## src/rtl/uart_sched_pkg.sv

```systemverilog
// ============================================================================
// Module      : uart_sched_pkg
// Description : Shared types, state encodings and helpers for uart_tx_scheduler.
// Revision    : 1.0 - initial release
// ============================================================================
`default_nettype none

package uart_sched_pkg;

    localparam int NREQ_MAX = 8;

    typedef logic [7:0] byte_t;
    typedef logic [2:0] state_t;

    localparam state_t ST_IDLE    = 3'd0;
    localparam state_t ST_SEND    = 3'd1;
    localparam state_t ST_START   = 3'd2;
    localparam state_t ST_WAIT_HI = 3'd3;
    localparam state_t ST_WAIT_LO = 3'd4;

    // Round-robin successor of a requester index.
    function automatic int wrap_inc(input int idx, input int n);
        return (idx + 1 >= n) ? 0 : idx + 1;
    endfunction

endpackage

`default_nettype wire

```

## src/rtl/uart_tx_scheduler_rr_arbiter.sv

```systemverilog
// ============================================================================
// Module      : rr_arbiter
// Description : Combinational round-robin pick: first requester at or after ptr.
// Revision    : 1.0 - initial release
// ============================================================================
`default_nettype none

module rr_arbiter
    import uart_sched_pkg::*;
#(
    parameter int NREQ = 4
)(
    input  logic [NREQ-1:0]         i_req,
    input  logic [$clog2(NREQ)-1:0] i_ptr,
    output logic [$clog2(NREQ)-1:0] o_gnt_idx,
    output logic                    o_any
);

    localparam int IDXW = $clog2(NREQ);

    int w_k;

    // Scan from farthest to nearest so the nearest hit is the last write.
    always_comb begin
        o_gnt_idx = '0;
        w_k       = 0;
        for (int i = NREQ - 1; i >= 0; i--) begin
            w_k = int'(i_ptr) + i;
            if (w_k >= NREQ) begin
                w_k = w_k - NREQ;
            end
            if (i_req[w_k[IDXW-1:0]]) begin
                o_gnt_idx = w_k[IDXW-1:0];
            end
        end
    end

    assign o_any = |i_req;

endmodule

`default_nettype wire

```

## src/rtl/uart_tx_scheduler.sv

```systemverilog
// ============================================================================
// Module      : uart_tx_scheduler
// Description : Packet-locked round-robin sharing of one UART transmitter.
// Revision    : 1.0 - initial release
// ============================================================================
`default_nettype none

module uart_tx_scheduler
    import uart_sched_pkg::*;
#(
    parameter int NREQ      = 4,
    parameter int MAX_BURST = 16,
    parameter int BUSY_TO   = 8
)(
    input  logic                    clk,
    input  logic                    rst,
    input  logic [NREQ-1:0]         req_valid,
    input  byte_t [NREQ-1:0]        req_data,
    input  logic [NREQ-1:0]         req_last,
    output logic [NREQ-1:0]         req_ready,
    output byte_t                   uart_data,
    output logic                    uart_start,
    input  logic                    uart_busy,
    output logic [$clog2(NREQ)-1:0] grant_id,
    output logic                    active
);

    localparam int IDXW = $clog2(NREQ);
    localparam int BCW  = $clog2(MAX_BURST + 1);
    localparam int TOW  = $clog2(BUSY_TO);

    localparam logic [BCW-1:0] c_max_burst = BCW'(MAX_BURST);
    localparam logic [TOW-1:0] c_to_last   = TOW'(BUSY_TO - 1);

    state_t          r_state;
    state_t          w_next;
    logic [IDXW-1:0] r_grant;
    logic [IDXW-1:0] r_rr_ptr;
    logic [BCW-1:0]  r_beat_cnt;
    logic [TOW-1:0]  r_to_cnt;
    logic            r_last;
    byte_t           r_data;
    logic            r_start;
    logic            r_active;

    logic [IDXW-1:0] w_gnt_idx;
    logic            w_any;
    logic            w_fire;
    logic            w_release;

    rr_arbiter #(
        .NREQ      (NREQ)
    ) u_arb (
        .i_req     (req_valid),
        .i_ptr     (r_rr_ptr),
        .o_gnt_idx (w_gnt_idx),
        .o_any     (w_any)
    );

    always_comb begin
        req_ready = '0;
        w_next    = r_state;
        w_fire    = 1'b0;
        w_release = r_last || (r_beat_cnt == c_max_burst);
        case (r_state)
            ST_IDLE: begin
                if (w_any) begin
                    w_next = ST_SEND;
                end
            end
            ST_SEND: begin
                req_ready[r_grant] = ~uart_busy;
                w_fire             = req_valid[r_grant] & ~uart_busy;
                if (w_fire) begin
                    w_next = ST_START;
                end
            end
            ST_START: begin
                w_next = ST_WAIT_HI;
            end
            ST_WAIT_HI: begin
                // A UART that never acknowledges must not stall the scheduler.
                if (uart_busy) begin
                    w_next = ST_WAIT_LO;
                end else if (r_to_cnt == c_to_last) begin
                    w_next = w_release ? ST_IDLE : ST_SEND;
                end
            end
            ST_WAIT_LO: begin
                if (!uart_busy) begin
                    w_next = w_release ? ST_IDLE : ST_SEND;
                end
            end
            default: begin
                w_next = ST_IDLE;
            end
        endcase
    end

    always_ff @(posedge clk or posedge rst) begin
        if (rst) begin
            r_state    <= ST_IDLE;
            r_grant    <= '0;
            r_rr_ptr   <= '0;
            r_beat_cnt <= '0;
            r_to_cnt   <= '0;
            r_last     <= 1'b0;
            r_data     <= '0;
            r_start    <= 1'b0;
            r_active   <= 1'b0;
        end else begin
            r_state  <= w_next;
            r_start  <= (w_next == ST_START);
            r_active <= (w_next != ST_IDLE);
            case (r_state)
                ST_IDLE: begin
                    if (w_any) begin
                        r_grant    <= w_gnt_idx;
                        r_beat_cnt <= '0;
                    end
                end
                ST_SEND: begin
                    if (w_fire) begin
                        r_data     <= req_data[r_grant];
                        r_last     <= req_last[r_grant];
                        r_beat_cnt <= r_beat_cnt + BCW'(1);
                    end
                end
                ST_START: begin
                    r_to_cnt <= '0;
                end
                ST_WAIT_HI: begin
                    if (!uart_busy && r_to_cnt != c_to_last) begin
                        r_to_cnt <= r_to_cnt + TOW'(1);
                    end
                end
                default: begin
                end
            endcase
            if (r_state != ST_IDLE && w_next == ST_IDLE) begin
                r_rr_ptr <= IDXW'(wrap_inc(int'(r_grant), NREQ));
            end
        end
    end

    assign uart_data  = r_data;
    assign uart_start = r_start;
    assign grant_id   = r_grant;
    assign active     = r_active;

endmodule

`default_nettype wire

```

## config.mk

```make
export PLATFORM = sky130hd
export DESIGN_NAME = uart_tx_scheduler
export DESIGN_NICKNAME = d
export VERILOG_FILES = /design/src/rtl/uart_sched_pkg.sv /design/src/rtl/uart_tx_scheduler_rr_arbiter.sv /design/src/rtl/uart_tx_scheduler.sv
export SDC_FILE = /design/constraint.sdc
export NUM_CORES = 1
export LEC_CHECK = 0
export CAP_MARGIN = 15
export CORE_UTILIZATION = 43
export DETAILED_ROUTE_END_ITERATION = 16
export GPL_ROUTABILITY_DRIVEN = 0
export PLACE_DENSITY = 0.79
export RECOVER_POWER = 100
export SLEW_MARGIN = 10
export SYNTH_ARGS = -nofsm -noshare
export SYNTH_HDL_FRONTEND = slang
export SYNTH_SLANG_ARGS = --single-unit
export TNS_END_PERCENT = 100
```

## constraint.sdc

```tcl
create_clock -name clk -period 3.35 [get_ports clk]
set_input_delay 0.5025 -clock clk [delete_from_list [all_inputs] [get_ports clk]]
set_output_delay 0.5025 -clock clk [all_outputs]
set_load 0.01 [all_outputs]
```

# == Word-level counts from Yosys, hierarchy flattened ==
# Index checks and enable logic that the tools add are counted.
# totals
out_inout_bits,16
input_bits,43
ff_bits,26
wordCells,99
# classes
mux,39
bitwise_logic,3
n_lt_le_gt_ge,11
reduce_logical,16
eq_ne,11
add_sub_neg,10
# ops
op,n
$mux 2,9
$mux 3,6
$bmux 8 s2,1
$lt 2x3->1 const B,5
$pmux 3 s5,1
$bmux 1 s2,6
$ge 3x3->1 const B,4
$mux 5,2
$pmux 5 s2,1
$eq 3x2->1 const B,3
$mux 1,9
$mux 8,1
$sub 2x1->2 const B,4
$add 2x1->3 const B,2
$add 2x2->3 const B,2
$eq 3x3->1 const B,2
$logic_not 3->1,2
$pmux 3 s2,1
$reduce_and 2->1,3
$reduce_bool 3->1,2
$add 5x1->5 const B,1
$eq 5x5->1 const B,1
$and 4x4->4,1
$mux 4,1
other kinds (16),20

# == Logic depth before layout (Yosys ltp) ==
# Gate-level depths: netlist of the first run.
# logic_depth
depth_word,9
depth_mapped,7
ltp_nobuf,7

# == Modules after synthesis ==
# From an unflattened synthesis of the first run, not the netlist that was laid out.
# hier_totals
hier_cells,144
hier_area_um2,1724.2
# by_module_without_submodules
mod,n_inst,cells_per_inst,area_each_um2,seq_area_each_um2
uart_tx_scheduler,1,131,1646.6,650.6
rr_arbiter,1,13,77.6,0.0

# == Worst setup path before layout of the first run ==
# Ideal clock, no wire load.
# synth_path
path_type,input port to flip-flop
startpoint,input req_valid[0]
endpoint,register r_rr_ptr[0]
arrival_ns,2.337
path_slack_ns,0.888
cell_stages,4
t_required_ns,3.225
path_buffers,0
setup_ns,0.125
cell_sequence,o41a_1 > or4_4 > or4_4 > mux2_4
# synth_between
elab_chain_len,7
word_cells_on_any_way,9
cone_classes,5 x mux; 1 x bitwise; 3 x reduce/logical
# synth_lines
element,line_no,text
"start, declared",uart_tx_scheduler.sv:17,"input logic [NREQ-1:0] req_valid,"
$bmux 1 s2,uart_tx_scheduler.sv:73,w_fire = req_valid[r_grant] & ~uart_busy;
$mux 1 (implied by the code),uart_tx_scheduler.sv:73,
$and 1x1->1,uart_tx_scheduler.sv:73,
$mux 3,uart_tx_scheduler.sv:74,if (w_fire) begin
$pmux 3 s5 *,uart_tx_scheduler.sv:65,case (r_state)
via w_next[0],uart_tx_scheduler.sv:36,state_t w_next;
$logic_not 3->1 *,uart_tx_scheduler.sv:140,if (r_state != ST_IDLE && w_next == ST_IDLE) begin
$logic_and 1x1->1 *,uart_tx_scheduler.sv:140,
"end signal, assigned",uart_tx_scheduler.sv:141,"r_rr_ptr <= IDXW'(wrap_inc(int'(r_grant), NREQ));"
"end, declared",uart_tx_scheduler.sv:38,logic [IDXW-1:0] r_rr_ptr;
# Mark *: on every way through the listed nets, which the timed path passes. The rest lies on a longest branch. The select of a mux whose other input is x is not followed.
# A chain may end at the register's enable or synchronous reset.

# == Worst setup path after layout of the first run ==
# layout_path
startpoint,input req_valid[0]
endpoint,register r_rr_ptr[1]
# Same word-level chain as after synthesis.

==> impl_metrics.prom, run 1 <==
# TYPE chip_impl_metric gauge
chip_impl_metric{name="grt_max_degree",unit=""} 27
chip_impl_info{name="hp-start",value="uart_data[0]"} 1
chip_impl_metric{name="hpwl",unit="um"} 2970
chip_impl_metric{name="fin_tns_setup",unit="ns"} 0
chip_impl_metric{name="die_y",unit="um"} 61.5
chip_impl_metric{name="fmax",unit="MHz"} 330
chip_impl_metric{name="detail-route-antenna-nets",unit=""} 0
chip_impl_metric{name="syn_avg_cell_area",unit="um^2"} 10.5
chip_impl_metric{name="number_of_synthesized_flops_with_an_enable_pin",unit=""} 0
chip_impl_metric{name="drt_pre_antenna_iters",unit=""} 4
chip_impl_metric{name="combPwrFrac",unit="%"} 52.0
chip_impl_metric{name="core_region_area",unit="um^2"} 3360
chip_impl_metric{name="power_report.internal_total",unit="W"} 0.000987
chip_impl_info{name="synth_top_cells_by_count",value="nand2_1, dfrtp_1, inv_1"} 1
chip_impl_metric{name="fraction_of_layout_instances_using_a_drive_strength_above_1",unit="%"} 10.1
chip_impl_metric{name="grt_pass1_wl",unit="um"} 6020
chip_impl_metric{name="area.sequential",unit="um^2"} 651
chip_impl_info{name="dominant_cell_by_count_in_the_synthesized_netlist",value="nand2_1"} 1
chip_impl_metric{name="clock_sinks",unit=""} 26
chip_impl_info{name="worst-setup-path-type",value="input port to flop"} 1
chip_impl_info{name="largest_delay_contributor_family_on_the_critical_path",value="simple AND/OR/NAND/NOR gates"} 1
chip_impl_info{name="worst_setup_path_end_kind",value="flop"} 1
chip_impl_metric{name="synth-warning-count",unit=""} 0
chip_impl_metric{name="synthDominantCellAreaShare",unit="%"} 42.7
chip_impl_metric{name="seq_power_share",unit="%"} 34.2
chip_impl_metric{name="initial_utilization",unit="%"} 45.3
chip_impl_metric{name="multi_input_comb_area",unit="um^2"} 813
chip_impl_metric{name="maximum_fanout_along_the_worst_path",unit=""} 6
chip_impl_metric{name="total_setup_buffers_inserted_after_cts",unit=""} 0
chip_impl_metric{name="detail_route.iter0.violations",unit=""} 33
chip_impl_metric{name="net_switching_share_of_the_total_power",unit="%"} 36.2
chip_impl_metric{name="num_io_pins",unit=""} 59
chip_impl_metric{name="critical_path_data_required_time",unit="ns"} 3.58
chip_impl_metric{name="asyncSetResetFlopFracSynth",unit="%"} 100
chip_impl_info{name="cp_cell_sequence",value="dlygate4sd3_1 -> o41a_1 -> or4_2 -> or4_4 -> mux2_4"} 1
chip_impl_metric{name="clockPowerShare",unit="%"} 13.8
chip_impl_metric{name="h-tree-depth",unit=""} 1
chip_impl_metric{name="drcViolationCount",unit=""} 0
chip_impl_metric{name="grt_resource_usage_total",unit="%"} 21.8
chip_impl_info{name="clock_tree.root_cell",value="clkbuf_4"} 1
chip_impl_metric{name="synth-seq-area-share",unit="%"} 42.7
chip_impl_metric{name="peakVddDrop",unit="mV"} 0.433
chip_impl_metric{name="avgViaCountPerCell",unit=""} 5.36
chip_impl_metric{name="fill_cells",unit=""} 296
chip_impl_metric{name="first_global_vias",unit=""} 1316
chip_impl_metric{name="fraction_of_the_mapped_netlist_area_in_compound_gates",unit="%"} 8.63
chip_impl_metric{name="yosys.area_share.adder",unit="%"} 6.57
chip_impl_info{name="start_kind",value="input port"} 1
chip_impl_metric{name="worst_setup_hold_path_clk_slew",unit="ns"} 0.13
chip_impl_metric{name="clk_path_buf_depth",unit=""} 2
chip_impl_info{name="yosys.area.top_type",value="dfrtp_1"} 1
chip_impl_metric{name="syn_area",unit="um^2"} 1520
chip_impl_metric{name="postSynthRegisterBits",unit=""} 26
chip_impl_metric{name="net-switching-power",unit="W"} 0.000559
chip_impl_info{name="timing.rr.start",value="r_beat_cnt[0]"} 1
chip_impl_metric{name="std_cell_rows",unit=""} 21
chip_impl_metric{name="layout-area-overhead-vs-synth",unit="%"} 45.9
chip_impl_metric{name="holdBufCountCts",unit=""} 0
chip_impl_metric{name="finalSetupViolCount",unit=""} 0
chip_impl_info{name="dominant_combinational_cell_family_by_area_after_synthesis",value="simple AND/OR/NAND/NOR gates"} 1
chip_impl_metric{name="report.final.slew_viol_count",unit=""} 0
chip_impl_metric{name="cts_resized",unit=""} 0
chip_impl_metric{name="tritoncts.num_buffers",unit=""} 3
chip_impl_info{name="synth.area.top_cells",value="dfrtp_1, mux4_2, nand2_1"} 1
chip_impl_metric{name="clock_skew",unit="ns"} 0.00166
chip_impl_metric{name="antenna-diode-count",unit=""} 0
chip_impl_metric{name="crit_buf_inv",unit=""} 1
chip_impl_metric{name="hold_violation_count_in_the_final_report",unit=""} 0
chip_impl_metric{name="layout_min_cycle_time",unit="ns"} 3.03
chip_impl_metric{name="die_area",unit="um^2"} 3780
chip_impl_info{name="rsz0062_at_grt",value="no"} 1
chip_impl_metric{name="worstMarginPinSlew",unit="ns"} 0.957
chip_impl_info{name="cp_slowest_cell",value="or4_2"} 1
chip_impl_metric{name="dieWidth",unit="um"} 61.5
chip_impl_metric{name="fraction_of_the_cycle_the_final_worst_path_needs",unit="%"} 90.4
chip_impl_metric{name="nets",unit=""} 260
chip_impl_metric{name="route.vias.total",unit=""} 1362
chip_impl_info{name="status",value="completed"} 1
chip_impl_metric{name="synth_simple_gate_area_share",unit="%"} 20.2
chip_impl_metric{name="gate_count_of_the_mapped_netlist",unit=""} 145
chip_impl_metric{name="power_density",unit="nW/um^2"} 696
chip_impl_metric{name="initial_antenna_violation_count",unit=""} 0
chip_impl_metric{name="placement.io_buffers",unit=""} 58
chip_impl_info{name="cts_tree",value="yes"} 1
chip_impl_metric{name="routed_wirelength",unit="um"} 3780
chip_impl_metric{name="arrival",unit="ns"} 3.26
chip_impl_metric{name="report.power.total",unit="W"} 0.00155
chip_impl_info{name="crit_path_start",value="req_valid[0]"} 1
chip_impl_info{name="worstHoldPathType",value="flop to flop"} 1
chip_impl_metric{name="worst_slew_margin_rel",unit="%"} 36.1
chip_impl_metric{name="post_synth_mux_area_share",unit="%"} 17.0
chip_impl_metric{name="syn-num-nets",unit=""} 196
chip_impl_metric{name="synth.lib_cells_used.distinct",unit=""} 31
chip_impl_info{name="ys.flop_type",value="dfrtp_1"} 1
chip_impl_metric{name="p_leak",unit="nW"} 1.01
chip_impl_metric{name="clock_insertion_delay_worst_skew",unit="ns"} 0.32
chip_impl_metric{name="slowest_delay",unit="ns"} 0.72
chip_impl_metric{name="grt-ovfl-total",unit=""} 0
chip_impl_metric{name="post_synthesis_xor_xnor_area_fraction",unit="%"} 1.15
chip_impl_metric{name="cap_viol_max_count",unit=""} 0
chip_impl_metric{name="avgRoutedWirePerCell",unit="um"} 14.9
[metal layers]
metal	track usage (%)	vias to the layer above	wire, um
li1	-	644	-
met1	30.9	658	1680
met2	34.7	53	1900
met3	2.52	7	138
met4	7.94	0	65
met5	0	-	0
[tightest hold or removal path: cells and delay by family, from the launching register on]
family / cells / cell delay [ns]
AND/OR/NAND/NOR: 2 / 0.10
flip-flops: 1 / 0.36
[sequential cells by signal, indices dropped and copies added, names as in the netlist]
| signal | flops |
|---|---|
| r_rr_ptr | 2 |
| r_beat_cnt | 5 |
| uart_data | 8 |
| active | 1 |
| r_to_cnt | 3 |
| uart_start | 1 |
| grant_id | 2 |
| r_last | 1 |
| r_state | 3 |
[worst paths after layout]
check	endpoint	slack, ns	cells after the start
max in group asynchronous	r_to_cnt[0]	1.95	2
setup / recovery	r_rr_ptr[1]	0.32	5
hold / removal	uart_data[0]	0.49	2
setup reg to reg	r_rr_ptr[1]	0.61	7
hold reg to reg	uart_data[0]	0.49	2
min in group asynchronous	uart_data[7]	0.82	2
[cells by family (layout without fill, tap and decap cells)]
family,Yosys count,in the layout
simple gates,63,63
flops,26,26
compound gates,19,19
buf+inv,15,78
mux,12,12
fa+ha+maj,8,8
xor+xnor,2,2
[placed cells by master, fill, tap and decap left out]
master / count
a2111oi_0: 2
a21oi_1: 4
a22o_1: 2
and2_1: 5
buf_4: 2
bufinv_16: 1
clkbuf_1: 3
clkbuf_4: 3
clkdlybuf4s50_1: 42
dfrtp_1: 26
dlygate4sd3_1: 16
ha_1: 8
inv_1: 11
mux2_4: 2
mux4_1: 1
mux4_2: 9
nand2_1: 36
nand3_1: 2
nand4_1: 3
nand4b_1: 1
nor2_1: 7
nor2b_1: 1
nor3_1: 1
nor4b_1: 2
nor4bb_1: 1
o21ai_0: 5
o221ai_1: 2
o22ai_1: 1
o31ai_1: 1
o41a_1: 1
o41ai_1: 1
or3_2: 1
or3b_2: 1
or4_2: 1
or4_4: 1
xor2_1: 2
[layout make-up]
class                      instances  share of cell area (%)
clock buffer                       3                    1.01
multi-input combinational        104                    36.6
clock inverter                     1                    1.35
inverter                          11                    1.86
timing repair buffer              63                    27.3
tap                               46                    2.59
sequential                        26                    29.3
[power by group through the flow]
stage | clock (W) | combinational [W] | sequential, W
after floorplan | 0 | 0.000482 | 0.000556
after global placement | 0 | 0.000822 | 0.000528
after detailed placement | 0 | 0.000849 | 0.000537
after CTS | 0.000218 | 0.000851 | 0.000531
after global routing | 0.000229 | 0.000892 | 0.000544
final | 0.000214 | 0.000804 | 0.000529
[per-stage QoR]
step / util [%] / hold WS (ns) / area, um^2 / setup slack, ns / cells
CTS: 66.5 / 0.497 / 2240 / 0.606 / 254
finish: 66.1 / 0.488 / 2220 / 0.322 / 254
floorplan: - / 0.441 / 1520 / 0.888 / 145
detailed placement: 64.9 / 0.466 / 2180 / 0.242 / 250
global route: 66.1 / 0.506 / 2220 / 0.285 / 254
global placement: 64.9 / 0.460 / 2180 / 0.313 / 250
Power figures use the tool's default switching activity.
==> run 2, diff against run 1 <==
Settings changed: CTS_CLUSTER_SIZE set to 24, MAX_ROUTING_LAYER set to met4.
==> impl_metrics.prom, run 2 (synthesized netlist as in run 1, its figures left out) <==
# TYPE chip_impl_metric gauge
chip_impl_metric{name="nets",unit=""} 260
chip_impl_metric{name="fraction_of_layout_instances_using_a_drive_strength_above_1",unit="%"} 10.1
chip_impl_metric{name="drt_pre_antenna_iters",unit=""} 4
chip_impl_info{name="holdPathEnd",value="uart_data[0]"} 1
chip_impl_metric{name="net-switching-power",unit="W"} 0.000559
chip_impl_info{name="rsz0062_at_grt",value="no"} 1
chip_impl_metric{name="rrSetupSlack",unit="ns"} 0.61
chip_impl_metric{name="fraction_of_the_cycle_the_final_worst_path_needs",unit="%"} 90.2
chip_impl_metric{name="detail-route-antenna-nets",unit=""} 0
chip_impl_metric{name="arrival",unit="ns"} 3.25
chip_impl_metric{name="clockPowerShare",unit="%"} 13.8
chip_impl_metric{name="die_y",unit="um"} 61.5
chip_impl_metric{name="seq_power_share",unit="%"} 34.2
chip_impl_metric{name="slowest_delay",unit="ns"} 0.72
chip_impl_info{name="timing.rr.start",value="r_beat_cnt[0]"} 1
chip_impl_info{name="status",value="completed"} 1
chip_impl_metric{name="crit_buf_inv",unit=""} 1
chip_impl_metric{name="detail_route.iter0.violations",unit=""} 34
chip_impl_metric{name="ff2ff_path_depth",unit=""} 7
chip_impl_metric{name="initial_utilization",unit="%"} 45.3
chip_impl_metric{name="hpwl",unit="um"} 2970
chip_impl_metric{name="routed_wirelength",unit="um"} 3790
chip_impl_metric{name="avgRoutedWirePerCell",unit="um"} 14.9
chip_impl_metric{name="largest_reg_flops",unit=""} 8
chip_impl_metric{name="grt_resource_usage_total",unit="%"} 22.6
chip_impl_metric{name="critical_path_data_required_time",unit="ns"} 3.58
chip_impl_metric{name="dieWidth",unit="um"} 61.5
chip_impl_metric{name="power_density",unit="nW/um^2"} 696
chip_impl_info{name="worst_setup_path_end_kind",value="flop"} 1
chip_impl_metric{name="first_global_vias",unit=""} 1314
chip_impl_metric{name="h-tree-depth",unit=""} 1
chip_impl_metric{name="holdPathStages",unit=""} 2
chip_impl_metric{name="peakVddDrop",unit="mV"} 0.432
chip_impl_info{name="final_cell_mix",value="clkdlybuf4s50_1, nand2_1, dfrtp_1"} 1
chip_impl_info{name="largest_delay_contributor_family_on_the_critical_path",value="simple AND/OR/NAND/NOR gates"} 1
chip_impl_metric{name="std_cell_rows",unit=""} 21
chip_impl_metric{name="worstMarginPinSlew",unit="ns"} 0.960
chip_impl_metric{name="finalSetupViolCount",unit=""} 0
chip_impl_info{name="worstHoldPathType",value="flop to flop"} 1
chip_impl_info{name="cp_slowest_cell",value="or4_2"} 1
chip_impl_metric{name="total_setup_buffers_inserted_after_cts",unit=""} 0
chip_impl_metric{name="fin_tns_setup",unit="ns"} 0
chip_impl_info{name="final_common_cell",value="clkdlybuf4s50_1"} 1
chip_impl_metric{name="hold_violation_count_in_the_final_report",unit=""} 0
chip_impl_metric{name="layout_min_cycle_time",unit="ns"} 3.02
chip_impl_metric{name="avgViaCountPerCell",unit=""} 5.37
chip_impl_metric{name="die_area",unit="um^2"} 3780
chip_impl_metric{name="drcViolationCount",unit=""} 0
chip_impl_metric{name="final-instance-count-excl-fill",unit=""} 254
chip_impl_metric{name="combPwrFrac",unit="%"} 52.0
chip_impl_info{name="cts_tree",value="yes"} 1
chip_impl_metric{name="power_report.internal_total",unit="W"} 0.000987
chip_impl_metric{name="fill_cells",unit=""} 296
chip_impl_info{name="clock_tree.root_cell",value="clkbuf_4"} 1
chip_impl_metric{name="clock_skew",unit="ns"} 0.00162
chip_impl_metric{name="dpl.cell_count",unit=""} 250
chip_impl_metric{name="report.power.total",unit="W"} 0.00155
chip_impl_metric{name="fmax",unit="MHz"} 331
chip_impl_metric{name="clk_path_buf_depth",unit=""} 2
chip_impl_metric{name="initial_antenna_violation_count",unit=""} 0
chip_impl_metric{name="clock_insertion_delay_worst_skew",unit="ns"} 0.32
chip_impl_metric{name="clock_sinks",unit=""} 26
chip_impl_metric{name="cap_viol_max_count",unit=""} 0
chip_impl_metric{name="worst_setup_hold_path_clk_slew",unit="ns"} 0.13
chip_impl_metric{name="num_io_pins",unit=""} 59
chip_impl_metric{name="placement.io_buffers",unit=""} 58
chip_impl_metric{name="worst_slew_margin_rel",unit="%"} 35.9
chip_impl_metric{name="holdBufCountCts",unit=""} 0
chip_impl_info{name="r2r-end",value="r_rr_ptr[1]"} 1
chip_impl_metric{name="cts_resized",unit=""} 0
chip_impl_info{name="start_kind",value="input port"} 1
chip_impl_info{name="cp_cell_sequence",value="dlygate4sd3_1 -> o41a_1 -> or4_2 -> or4_4 -> mux2_4"} 1
chip_impl_metric{name="net_switching_share_of_the_total_power",unit="%"} 36.2
chip_impl_metric{name="maximum_fanout_along_the_worst_path",unit=""} 6
chip_impl_info{name="hp-start",value="uart_data[0]"} 1
chip_impl_metric{name="grt-ovfl-total",unit=""} 0
chip_impl_metric{name="tritoncts.num_buffers",unit=""} 3
chip_impl_metric{name="report.final.slew_viol_count",unit=""} 0
chip_impl_metric{name="grt_pass1_wl",unit="um"} 6030
chip_impl_info{name="worst-setup-path-type",value="input port to flop"} 1
chip_impl_metric{name="p_leak",unit="nW"} 1.01
chip_impl_metric{name="route.vias.total",unit=""} 1363
chip_impl_metric{name="core_region_area",unit="um^2"} 3360
chip_impl_metric{name="grt_max_degree",unit=""} 27
chip_impl_metric{name="antenna-diode-count",unit=""} 0
chip_impl_metric{name="layout-area-overhead-vs-synth",unit="%"} 45.9
==> run 2: power groups by stage <==
stage	Sequential (W)	Combinational, W	Clock, W
after global routing	0.000544	0.000892	0.000229
final	0.000529	0.000804	0.000213
after floorplan	0.000556	0.000482	0
after detailed placement	0.000537	0.000849	0
after CTS	0.000531	0.000851	0.000218
after global placement	0.000528	0.000822	0
==> run 2: worst min-delay path, stage by stage, from the launching register on <==
cell     delay [ns]
dfrtp_1        0.36
nand2_1        0.05
nand2_1        0.05
==> run 2: final cells by class <==
cell class                 count  area [um^2]  area share [%]
multi-input combinational    104          813            36.6
tap                           46         57.6            2.59
sequential                    26          651            29.3
clock inverter                 1         30.0            1.35
clock buffer                   3         22.5            1.01
inverter                      11         41.3            1.86
timing repair buffer          63          607            27.3
==> run 2: per-layer routing <==
layer | track usage [%] | routed length [um]
met4 | 7.94 | 76
met2 | 34.7 | 1920
met3 | 2.52 | 130
met1 | 31.1 | 1670
met5 | - | 0
==> run 2: worst max-delay path by stage <==
| stage | to | cells after the start | start | slack [ns] |
|---|---|---|---|---|
| 2_1_floorplan | r_rr_ptr[0] | 4 | req_valid[0] | 0.89 |
| 3_3_place_gp | r_rr_ptr[1] | 5 | req_valid[0] | 0.31 |
| 3_5_place_dp | r_rr_ptr[1] | 5 | req_valid[0] | 0.24 |
| 4_1_cts | r_rr_ptr[1] | 5 | req_valid[0] | 0.61 |
| 5_1_grt | req_ready[1] | 5 | grant_id[1] | 0.29 |
| 6_report | r_rr_ptr[1] | 5 | req_valid[0] | 0.33 |
==> run 2: through the flow <==
stage	setup WS [ns]	instance area (um^2)	utilization, %	hold slack (ns)
after floorplan	0.888	1520	-	0.441
after global placement	0.313	2180	64.9	0.460
after detailed placement	0.242	2180	64.9	0.466
after CTS	0.606	2240	66.5	0.497
after global routing	0.285	2220	66.1	0.506
final	0.328	2220	66.1	0.488
